===== src/rtl/cmult_pkg.sv =====
// Shared definitions for the complex-multiply sequencer: FSM state encoding,
// multiplier operand-select codes and small decode helpers.
package cmult_pkg;

    localparam int unsigned NUM_STATES = 7;
    localparam int unsigned STATE_W    = $clog2(NUM_STATES);

    typedef enum logic [STATE_W-1:0] {
        ST_IDLE   = 3'd0,
        ST_MUL_RR = 3'd1,
        ST_MUL_II = 3'd2,
        ST_MUL_RI = 3'd3,
        ST_MUL_IR = 3'd4,
        ST_ADD    = 3'd5,
        ST_DONE   = 3'd6
    } state_t;

    // Operand mux codes: which partial product sits on the shared multiplier.
    localparam logic [1:0] SEL_RR = 2'b00;  // re1 * re2
    localparam logic [1:0] SEL_II = 2'b01;  // im1 * im2
    localparam logic [1:0] SEL_RI = 2'b10;  // re1 * im2
    localparam logic [1:0] SEL_IR = 2'b11;  // im1 * re2

    // Width of a counter that must reach m-1 (never less than one bit).
    function automatic int unsigned wait_cnt_width(input int unsigned m);
        return (m <= 2) ? 1 : $clog2(m);
    endfunction

    function automatic logic is_mul_state(input state_t s);
        return (s == ST_MUL_RR) || (s == ST_MUL_II) ||
               (s == ST_MUL_RI) || (s == ST_MUL_IR);
    endfunction

    // Operand select per state; non-multiply states park on SEL_RR.
    function automatic logic [1:0] sel_of_state(input state_t s);
        logic [1:0] sel;
        case (s)
            ST_MUL_II: sel = SEL_II;
            ST_MUL_RI: sel = SEL_RI;
            ST_MUL_IR: sel = SEL_IR;
            default:   sel = SEL_RR;
        endcase
        return sel;
    endfunction

endpackage


===== src/rtl/mult_wait_cnt.sv =====
// Hold counter for the multicycle multiplier: counts 0..MULT_CYCLES-1 while
// enabled, clears on request, and flags the final count. With MULT_CYCLES=1
// the count is pinned at zero and 'last' is permanently high.
module mult_wait_cnt
    import cmult_pkg::*;
#(
    parameter int unsigned MULT_CYCLES = 1
) (
    input  logic clk,
    input  logic rstn,
    input  logic clr,
    input  logic en,
    output logic last
);

    localparam int unsigned   CW       = wait_cnt_width(MULT_CYCLES);
    localparam logic [CW-1:0] LAST_VAL = CW'(MULT_CYCLES - 1);

    logic [CW-1:0] cnt;

    // Count cycles spent in the current multiply state; clear has priority.
    always_ff @(posedge clk or negedge rstn) begin
        if (!rstn) begin
            cnt <= '0;
        end else if (clr) begin
            cnt <= '0;
        end else if (en) begin
            cnt <= cnt + CW'(1);
        end
    end

    // Last hold cycle of the current product.
    always_comb begin
        last = (cnt == LAST_VAL);
    end

endmodule


===== src/rtl/cmult_seq_ctrl.sv =====
// Control sequencer for a complex multiplier that time-shares one real
// multiplier across the four partial products rr, ii, ri, ir.
// Optional feature: define CMULT_PERF_CNT_EN to add the op_count port and
// its completed-transaction counter.
//
// Handshakes: a transfer happens on a rising edge where valid and ready are
// both high. Operands: op_ready is high only in IDLE and op_capture marks the
// accepting cycle; op_val outside IDLE is ignored. Result: res_val stays high
// with a stable result until res_ready is seen; neither side may make its
// signal depend combinationally on the other beyond op_capture.
module cmult_seq_ctrl
    import cmult_pkg::*;
#(
    parameter int unsigned MULT_CYCLES = 1,
    parameter int unsigned CNT_W       = 16
) (
    input  logic             clk,
    input  logic             rstn,
    input  logic             sw_rst,
    input  logic             op_val,
    input  logic             res_ready,
    output logic             op_ready,
    output logic             op_capture,
    output logic             res_val,
    output logic [1:0]       op_sel,
    output logic             prod_wr_en,
    output logic             compute_en,
    output logic             busy,
`ifdef CMULT_PERF_CNT_EN
    output logic [CNT_W-1:0] op_count,
`endif
    output state_t           state_dbg
);

    if (MULT_CYCLES < 1 || CNT_W < 1) begin : g_bad_params
        $error("cmult_seq_ctrl: MULT_CYCLES and CNT_W must be at least 1");
    end

    state_t state_q;
    state_t state_d;
    logic   wait_last;
    logic   wait_clr;
    logic   wait_en;

    // Hold counter clears whenever the FSM moves (including software reset).
    always_comb begin
        wait_clr = sw_rst || (state_d != state_q);
        wait_en  = is_mul_state(state_q);
    end

    mult_wait_cnt #(
        .MULT_CYCLES(MULT_CYCLES)
    ) u_wait_cnt (
        .clk (clk),
        .rstn(rstn),
        .clr (wait_clr),
        .en  (wait_en),
        .last(wait_last)
    );

    // State register.
    always_ff @(posedge clk or negedge rstn) begin
        if (!rstn) begin
            state_q <= ST_IDLE;
        end else begin
            state_q <= state_d;
        end
    end

    // Next state: software reset wins, multiply states advance on the last hold cycle.
    always_comb begin
        state_d = state_q;
        if (sw_rst) begin
            state_d = ST_IDLE;
        end else begin
            case (state_q)
                ST_IDLE:   if (op_val)    state_d = ST_MUL_RR;
                ST_MUL_RR: if (wait_last) state_d = ST_MUL_II;
                ST_MUL_II: if (wait_last) state_d = ST_MUL_RI;
                ST_MUL_RI: if (wait_last) state_d = ST_MUL_IR;
                ST_MUL_IR: if (wait_last) state_d = ST_ADD;
                ST_ADD:                   state_d = ST_DONE;
                ST_DONE:   if (res_ready) state_d = ST_IDLE;
                default:                  state_d = ST_IDLE;
            endcase
        end
    end

    // Output decode from the state register; write strobes are suppressed in a
    // software-reset cycle and op_capture is the operand handshake itself.
    always_comb begin
        op_ready   = (state_q == ST_IDLE);
        res_val    = (state_q == ST_DONE);
        busy       = (state_q != ST_IDLE);
        op_sel     = sel_of_state(state_q);
        prod_wr_en = is_mul_state(state_q) && wait_last && !sw_rst;
        compute_en = (state_q == ST_ADD) && !sw_rst;
        op_capture = op_val && op_ready && !sw_rst && rstn;
        state_dbg  = state_q;
    end

`ifdef CMULT_PERF_CNT_EN
    // Completed-transaction counter; wraps naturally at its width.
    always_ff @(posedge clk or negedge rstn) begin
        if (!rstn) begin
            op_count <= '0;
        end else if (sw_rst) begin
            op_count <= '0;
        end else if ((state_q == ST_DONE) && res_ready) begin
            op_count <= op_count + CNT_W'(1);
        end
    end
`endif

endmodule


===== config.mk =====
export PLATFORM = sky130hd
export DESIGN_NAME = cmult_seq_ctrl
export DESIGN_NICKNAME = d
export VERILOG_FILES = /design/src/rtl/cmult_pkg.sv /design/src/rtl/mult_wait_cnt.sv /design/src/rtl/cmult_seq_ctrl.sv
export SDC_FILE = /design/constraint.sdc
export NUM_CORES = 1
export LEC_CHECK = 0
export ABC_AREA = 1
export CAP_MARGIN = 20
export CORE_AREA = 2 2 39 41
export CTS_CLUSTER_DIAMETER = 30
export DETAILED_ROUTE_END_ITERATION = 10
export DIE_AREA = 0 0 41 43
export GPL_TIMING_DRIVEN = 0
export PLACE_DENSITY = 0.57
export SYNTH_ARGS = -nofsm -noshare
export SYNTH_HDL_FRONTEND = slang
export SYNTH_SLANG_ARGS = --single-unit

===== constraint.sdc =====
create_clock -name clk -period 3.1 [get_ports clk]
set_input_delay 0.93 -clock clk [delete_from_list [all_inputs] [get_ports clk]]
set_output_delay 0.93 -clock clk [all_outputs]
set_load 0.1 [all_outputs]

==> flow_metrics.tcl, run 1 <==
set metrics [dict create \
    start_util 0.241 \
    cts_buffers 3 \
    skew_ns 0.00131 \
    r2r_slack_ns 1.74 \
    r2r_end "u_wait_cnt.cnt" \
    syn2layout_area_growth_pct 64.8 \
    critPathCaptureType "output port" \
    antennaDiodeCount 0 \
    die_area_um2 1760 \
    holdCritPathClass "flop to flop" \
    setup_tns_ns 0 \
    nFillCells 164 \
    maxCapViolCount 0 \
    routed_wl_um 860 \
    clock_path_buffers 2 \
    outcome "complete, no violations" \
    ff2ff_path_depth 9 \
    netlist_area_um2 334 \
    coreArea_um2 1380 \
    grt_pass1_vias 380 \
    crit_required_ns 2.17 \
    slew_violations 0 \
    yosysSeqAreaShare 0.300 \
    synth.most_common_cell "nand2_1" \
    drtAntennaViolNets 0 \
    nets 85 \
    drt_first_iter_violations 7 \
    tightest_slew_ns 0.969 \
    busiest_layer "met2" \
    grt_setup_unrepaired "no" \
    synth.largest_area_cell "dfrtp_1" \
    grt_usage 0.122 \
    firstDrtPassIters 2 \
    gp_congestion 0.851 \
    netlist.area_leader.share 0.300 \
    place_area_um2 533 \
    synth_warnings 0 \
    synthesis.nets 65 \
    fmax_mhz 347 \
    start_kind "input pin" \
    grt_start_max_net_pins 9 \
    reg2reg_from "state_dbg[2]" \
    min_to "u_wait_cnt.cnt" \
    stdcell_area_um2 551 \
    cts_tree "yes" \
    synth.avg_cell_area_um2 5.57 \
    root_buffer "clkbuf_4" \
    clk_latency_ns 0.23 \
    synthCells 60 \
    grt_pass1_wl_mm 1.45 \
    synth-edff-count 0 \
    viasPerCell 4.34 \
    num_io_pins 16 \
    cp.arrival_ns 1.95 \
    synth_ff_type "dfrtp_1" \
    vias 408 \
    ys_seq_elements 4 \
    final-setup-viol-count 0 \
    hold_violations 0 \
    timing.final.crit_share 0.929 \
    cts_sinks 4 \
    min_from "state_dbg[0]" \
    hpwlAfterDp_um 727 \
    die_w_um 41 \
    drive_gt1_frac 0.167 \
    yosysUniqueCellTypes 12 \
    period_minus_slack_ns 2.88 \
    crit_type "input pin to output port" \
    avgRoutedWirePerCell_um 9.15 \
    htree_levels 1 \
    path_clk_slew_ns 0.04 \
    antenna_found_initial 0 \
    grt_use_met1 0.160 \
    drc 0 \
    crit_fanout 5 \
    synth_common_cells "nand2_1, nor2_1, inv_1" \
    row_count 14 \
    synthArstFlopShare 1.00 \
    maxSlewHeadroom 0.352 \
    use_met2 0.169 \
    overflow 0 \
    die_height_um 43 \
    hold_depth 3 \
    synth_area_leaders "dfrtp_1, nand2_1, nor2_1, inv_1, nand3_1" \
    use_met3 0.0314 \
    portBuffers 15 \
]
## routing by layer
layer,part of all wire,vias to the layer above
met5,0,-
met4,0,0
met3,0.028,0
met2,0.51,5
met1,0.46,178
li1,-,225
## through the flow
stage / instances / hold slack (ns) / worst slack [ns] / util
final: 94 / 0.607 / 0.220 / 0.398
after detailed placement: 91 / 0.601 / -0.805 / 0.385
after floorplan: 60 / 0.605 / -0.0552 / -
after global routing: 94 / 0.660 / 0.129 / 0.398
after CTS: 94 / 0.610 / 0.0194 / 0.390
after global placement: 91 / 0.616 / -0.798 / 0.385
## sequential cells by signal, summed over array words and instances, names as in the netlist
| signal | cells |
|---|---|
| state_dbg | 3 |
| u_wait_cnt.cnt | 1 |
## what timing repair did
action | in CTS | in global routing
resized for setup | 19 | 4
endpoints found under the setup margin | 6 | 3
gates cloned | 0 | 0
buffers inserted | 0 | 0
hold buffers | 0 | 0
## placed cells by master (no fill, tap or decap)
cell and instances:
nand2_1 19, inv_1 10, nor2_1 8, nand3_1 7, clkdlybuf4s50_1 6, dfrtp_1 4, a21oi_1 3, clkbuf_4 3
dlymetal6s2s_1 3, dlygate4sd2_1 3, nor2_4 2, nor2_2 2, buf_2 2, inv_2 1, nand2_2 1, o31ai_1 1
o21ai_0 1, nor3_4 1, buf_6 1
## how the worst max path moves through the flow
| stage | start | to | slack, ns | cells after the start |
|---|---|---|---|---|
| global route | rstn | op_capture | 0.13 | 4 |
| floorplan | state_dbg[0] | busy | -0.06 | 4 |
| detailed placement | sw_rst | op_capture | -0.80 | 5 |
| CTS | state_dbg[0] | busy | 0.02 | 5 |
| finish | rstn | op_capture | 0.22 | 4 |
| global placement | sw_rst | op_capture | -0.80 | 5 |
## critical path, stage by stage
cell and delay (ns):
clkdlybuf4s50_1 0.58, nand2_1 0.09, nor2_2 0.12, buf_6 0.23
## cell families after synthesis
kind of cell	after synthesis	share of synthesized area
AO/OA/AOI/OAI	5	0.0824
buffers and inverters	11	0.124
AND/OR/NAND/NOR	40	0.494
flip-flops	4	0.300
## area by class of cell
| cell class | instances | area [um^2] | area share |
|---|---|---|---|
| Multi-Input combinational cell | 45 | 221 | 0.402 |
| Timing Repair Buffer | 15 | 145 | 0.264 |
| Sequential cell | 4 | 100 | 0.182 |
| Inverter | 11 | 41.3 | 0.0750 |
| Clock buffer | 3 | 22.5 | 0.0409 |
| Tap cell | 16 | 20.0 | 0.0364 |
Power of run 1 is not shown: default switching activity piles up to over one toggle a cycle in this logic, so the estimate is an artifact.
==> run 2, diff against run 1 <==
--- a/config.mk
+++ b/config.mk
@@ -11,8 +11,10 @@
 export CTS_CLUSTER_DIAMETER = 30
 export DETAILED_ROUTE_END_ITERATION = 10
 export DIE_AREA = 0 0 41 43
+export GPL_ROUTABILITY_DRIVEN = 0
 export GPL_TIMING_DRIVEN = 0
 export PLACE_DENSITY = 0.57
+export SETUP_SLACK_MARGIN = 0.2
 export SYNTH_ARGS = -nofsm -noshare
 export SYNTH_HDL_FRONTEND = slang
 export SYNTH_SLANG_ARGS = --single-unit
==> flow_metrics.tcl, run 2 (synthesis results as in run 1) <==
set metrics [dict create \
    cts_tree "yes" \
    routed_wl_um 871 \
    place_inst 91 \
    ff2ff_path_depth 9 \
    slew_violations 0 \
    die_w_um 41 \
    holdCritPathClass "input pin to asynchronous set/reset pin" \
    clk_latency_ns 0.24 \
    outcome "complete, no violations" \
    drc 0 \
    reg2reg_from "state_dbg[1]" \
    cts_sinks 4 \
    coreArea_um2 1380 \
    root_buffer "clkbuf_4" \
    viasPerCell 4.43 \
    r2r_end "u_wait_cnt.cnt" \
    crit_required_ns 2.17 \
    num_io_pins 16 \
    path_clk_slew_ns 0.04 \
    hold_violations 0 \
    portBuffers 15 \
    drtAntennaViolNets 0 \
    place_ws_ns -0.829 \
    maxSlewHeadroom 0.357 \
    crit_family "buffers and inverters" \
    maxCapViolCount 0 \
    crit_type "flop to output port" \
    setup_tns_ns 0 \
    slowest_stage "dlygate4sd2_1" \
    largest_reg_flops 3 \
    drt_first_iter_violations 6 \
    timing.final.crit_share 0.908 \
    critPathCaptureType "output port" \
    finalNonFillerCells 95 \
    die_height_um 43 \
    syn2layout_area_growth_pct 72.3 \
    start_util 0.241 \
    final-setup-viol-count 0 \
    cp_num_buf_inv 2 \
    nets 85 \
    grt_pass1_vias 352 \
    path_cells "inv_4 -> nand2_4 -> nor2_4 -> dlygate4sd2_1" \
    skew_ns 0.00806 \
    overflow 0 \
    slowest_delay_ns 0.86 \
    layout_commonest_cell "nand2_1" \
    vias 421 \
    start_kind "flop" \
    grt_usage 0.115 \
    finalWorstSetupSlack_ns 0.285 \
    cp.arrival_ns 1.89 \
    antenna_found_initial 0 \
    hold_buffers 0 \
    row_count 14 \
    antennaDiodeCount 0 \
    clock_path_buffers 2 \
    avgRoutedWirePerCell_um 9.17 \
    grt_start_max_net_pins 9 \
    tightest_slew_ns 0.962 \
    r2r_slack_ns 1.71 \
    die_area_um2 1760 \
    drive_gt1_frac 0.278 \
    grt_pass1_wl_mm 1.39 \
    hpwlAfterDp_um 685 \
    period_minus_slack_ns 2.82 \
    cts_buffers 3 \
    crit_fanout 6 \
    htree_levels 1 \
    fmax_mhz 355 \
    firstDrtPassIters 2 \
    grt_setup_unrepaired "no" \
    final_cell_mix "nand2_1, nor2_1, nand3_1, inv_1, clkdlybuf4s50_1" \
]
==> run 2: cell types whose count changed in the layout (fill, tap and decap cells not counted), sizes merged <==
cell,before,now
clkinvlp,0,1
dlymetal6s2s,3,2
inv,11,10
clkbuf,3,6
clkdlybuf4s50,6,5
==> run 2: worst max-delay path by stage <==
stage                 start  slack (ns)          to  depth (start not counted)
5_1_grt        state_dbg[0]        0.22    op_ready                          4
3_3_place_gp         sw_rst       -0.83  op_capture                          5
6_report       state_dbg[0]        0.28    op_ready                          4
3_5_place_dp         sw_rst       -0.83  op_capture                          5
4_1_cts              sw_rst       0.008  op_capture                          5
2_1_floorplan  state_dbg[0]        0.19        busy                          4
==> run 2: metrics by stage <==
stage,utilization,cell area [um^2],hold slack [ns]
global route,0.416,576,0.537
finish,0.416,576,0.536
floorplan,-,388,0.604
detailed placement,0.403,558,0.639
CTS,0.417,577,0.649
global placement,0.403,558,0.641
==> run 2: timing repair <==
| item | in CTS | in global routing |
|---|---|---|
| pin swaps | 0 | 0 |
| resized for setup | 26 | 5 |
| setup buffers | 0 | 0 |
| endpoints found under the setup margin | 8 | 5 |
==> run 2: final cells by class <==
type                            instances  area, um^2
Clock buffer                            4        26.3
Fill cell                             152         808
Inverter                               11        50.0
Multi-Input combinational cell         45         229
Sequential cell                         4         109
Tap cell                               16        20.0
Timing Repair Buffer                   15         141
==> run 2: per-layer routing <==
metal	global-route usage	part of all wire	routed length (um)	up-vias
met1	0.156	0.44	387	181
li1	-	-	-	225
met5	0	0	0	-
met4	0	0	0	0
met3	0.0628	0.087	76	0
met2	0.169	0.47	407	15
==> run 2: worst reg2reg max path: cells and delay by family (launching register included) <==
family	cells	cell delay [ns]
AOI/OAI and AO/OA	1	0.08
DFF	1	0.51
and+or+nand+nor	8	0.73
Power of run 2 is left out for the same reason.
==> run 3, diff against run 2 <==
--- a/config.mk
+++ b/config.mk
@@ -7,10 +7,10 @@
 export LEC_CHECK = 0
 export ABC_AREA = 1
 export CAP_MARGIN = 20
-export CORE_AREA = 2 2 39 41
+export CORE_AREA = 8 8 45 47
 export CTS_CLUSTER_DIAMETER = 30
 export DETAILED_ROUTE_END_ITERATION = 10
-export DIE_AREA = 0 0 41 43
+export DIE_AREA = 0 0 53 55
 export GPL_ROUTABILITY_DRIVEN = 0
 export GPL_TIMING_DRIVEN = 0
 export PLACE_DENSITY = 0.57
==> flow_metrics.tcl, run 3 (synthesis results as in run 1) <==
set metrics [dict create \
    hold_buffers 0 \
    antenna_found_initial 0 \
    crit_required_ns 2.17 \
    place_area_um2 558 \
    cts_sinks 4 \
    cp-startpoint "state_dbg[0]" \
    avgRoutedWirePerCell_um 10.8 \
    critical_path.endpoint "op_ready" \
    num_io_pins 16 \
    grt_start_max_net_pins 9 \
    antennaDiodeCount 0 \
    die_area_um2 2920 \
    place_ws_ns -0.856 \
    final_cell_mix "nand2_1, nor2_1, nand3_1, inv_1, clkdlybuf4s50_1" \
    hold_violations 0 \
    final-setup-viol-count 0 \
    final-seq-area_um2 109 \
    postLayoutCoreUtil 0.420 \
    crit_type "flop to output port" \
    ff2ff_path_depth 9 \
    timing.final.crit_share 0.914 \
    drt_first_iter_violations 8 \
    r2r_slack_ns 1.68 \
    die_w_um 53 \
    maxCapViolCount 0 \
    outcome "complete, no violations" \
    portBuffers 15 \
    root_buffer "clkbuf_4" \
    grt_usage 0.0760 \
    nets 85 \
    period_minus_slack_ns 2.83 \
    cp.arrival_ns 1.90 \
    grt_pass1_vias 415 \
    hpwlAfterDp_um 849 \
    reg2reg_from "state_dbg[1]" \
    r2r_end "u_wait_cnt.cnt" \
    drive_gt1_frac 0.278 \
    critPathCaptureType "output port" \
    slew_violations 0 \
    die_height_um 55 \
    layout_commonest_cell "nand2_1" \
    stdcell_area_um2 582 \
    coreArea_um2 1380 \
    skew_ns 0.00610 \
    start_util 0.241 \
    cts_tree "yes" \
    htree_levels 1 \
    overflow 0 \
    drtAntennaViolNets 0 \
    syn2layout_area_growth_pct 74.2 \
    row_count 14 \
    firstDrtPassIters 2 \
    maxSlewHeadroom 0.352 \
    tightest_slew_ns 0.969 \
    crit_fanout 6 \
    nFillCells 158 \
    multiInputGateArea_um2 229 \
    grt_pass1_wl_mm 1.64 \
    routed_wl_mm 1.03 \
    largest_reg_flops 3 \
    drc 0 \
    fmax_mhz 353 \
    viasPerCell 4.45 \
    clk_latency_ns 0.23 \
    cts_buffers 3 \
    holdCritPathClass "input pin to asynchronous set/reset pin" \
    clock_path_buffers 2 \
    path_clk_slew_ns 0.04 \
    finalWorstSetupSlack_ns 0.268 \
    vias 423 \
    start_kind "flop" \
    grt_setup_unrepaired "no" \
]
## run 3: cell type report
| type | instances | area share |
|---|---|---|
| multi-input cells | 45 | 0.394 |
| well taps | 16 | 0.0344 |
| repair buffers | 15 | 0.254 |
| inverters | 11 | 0.0860 |
| flip-flops and latches | 4 | 0.187 |
| clock buffers | 4 | 0.0452 |
## run 3: layer usage
layer	routed length, um	share of wire	GRT usage	vias to the layer above
met1	423	0.41	0.0776	189
li1	-	-	-	225
met2	528	0.51	0.133	9
met5	0	0	0	-
met3	77	0.075	0.0134	0
met4	0	0	0.0647	0
## run 3: worst max-delay path, stage by stage, from the launching register on
cell and delay, ns:
dfrtp_4 0.51, inv_4 0.10, nand2_4 0.06, nor2_4 0.13, dlygate4sd2_1 0.87
## run 3: worst min path at each step
stage | from | endpoint | slack, ns | cells past startpoint
6_report | rstn | state_dbg[1] | 0.53 | 1
5_1_grt | rstn | state_dbg[0] | 0.54 | 1
4_1_cts | state_dbg[0] | u_wait_cnt.cnt | 0.66 | 3
3_5_place_dp | state_dbg[0] | u_wait_cnt.cnt | 0.64 | 3
3_3_place_gp | state_dbg[0] | u_wait_cnt.cnt | 0.64 | 3
2_1_floorplan | u_wait_cnt.cnt | state_dbg[1] | 0.60 | 3
## run 3: per-stage QoR
step / setup TNS [ns] / instances / hold WS (ns)
3_5_place_dp: -2.18 / 91 / 0.643
4_1_cts: 0 / 95 / 0.660
5_1_grt: 0 / 95 / 0.543
2_1_floorplan: 0 / 60 / 0.604
6_report: 0 / 95 / 0.526
3_3_place_gp: -2.16 / 91 / 0.638
## run 3: what timing repair did
item,CTS,global route
gates resized for setup,28,2
endpoints found under the setup margin,8,1
pin swaps,0,0
setup buffers,0,0
Power of run 3 is left out for the same reason.
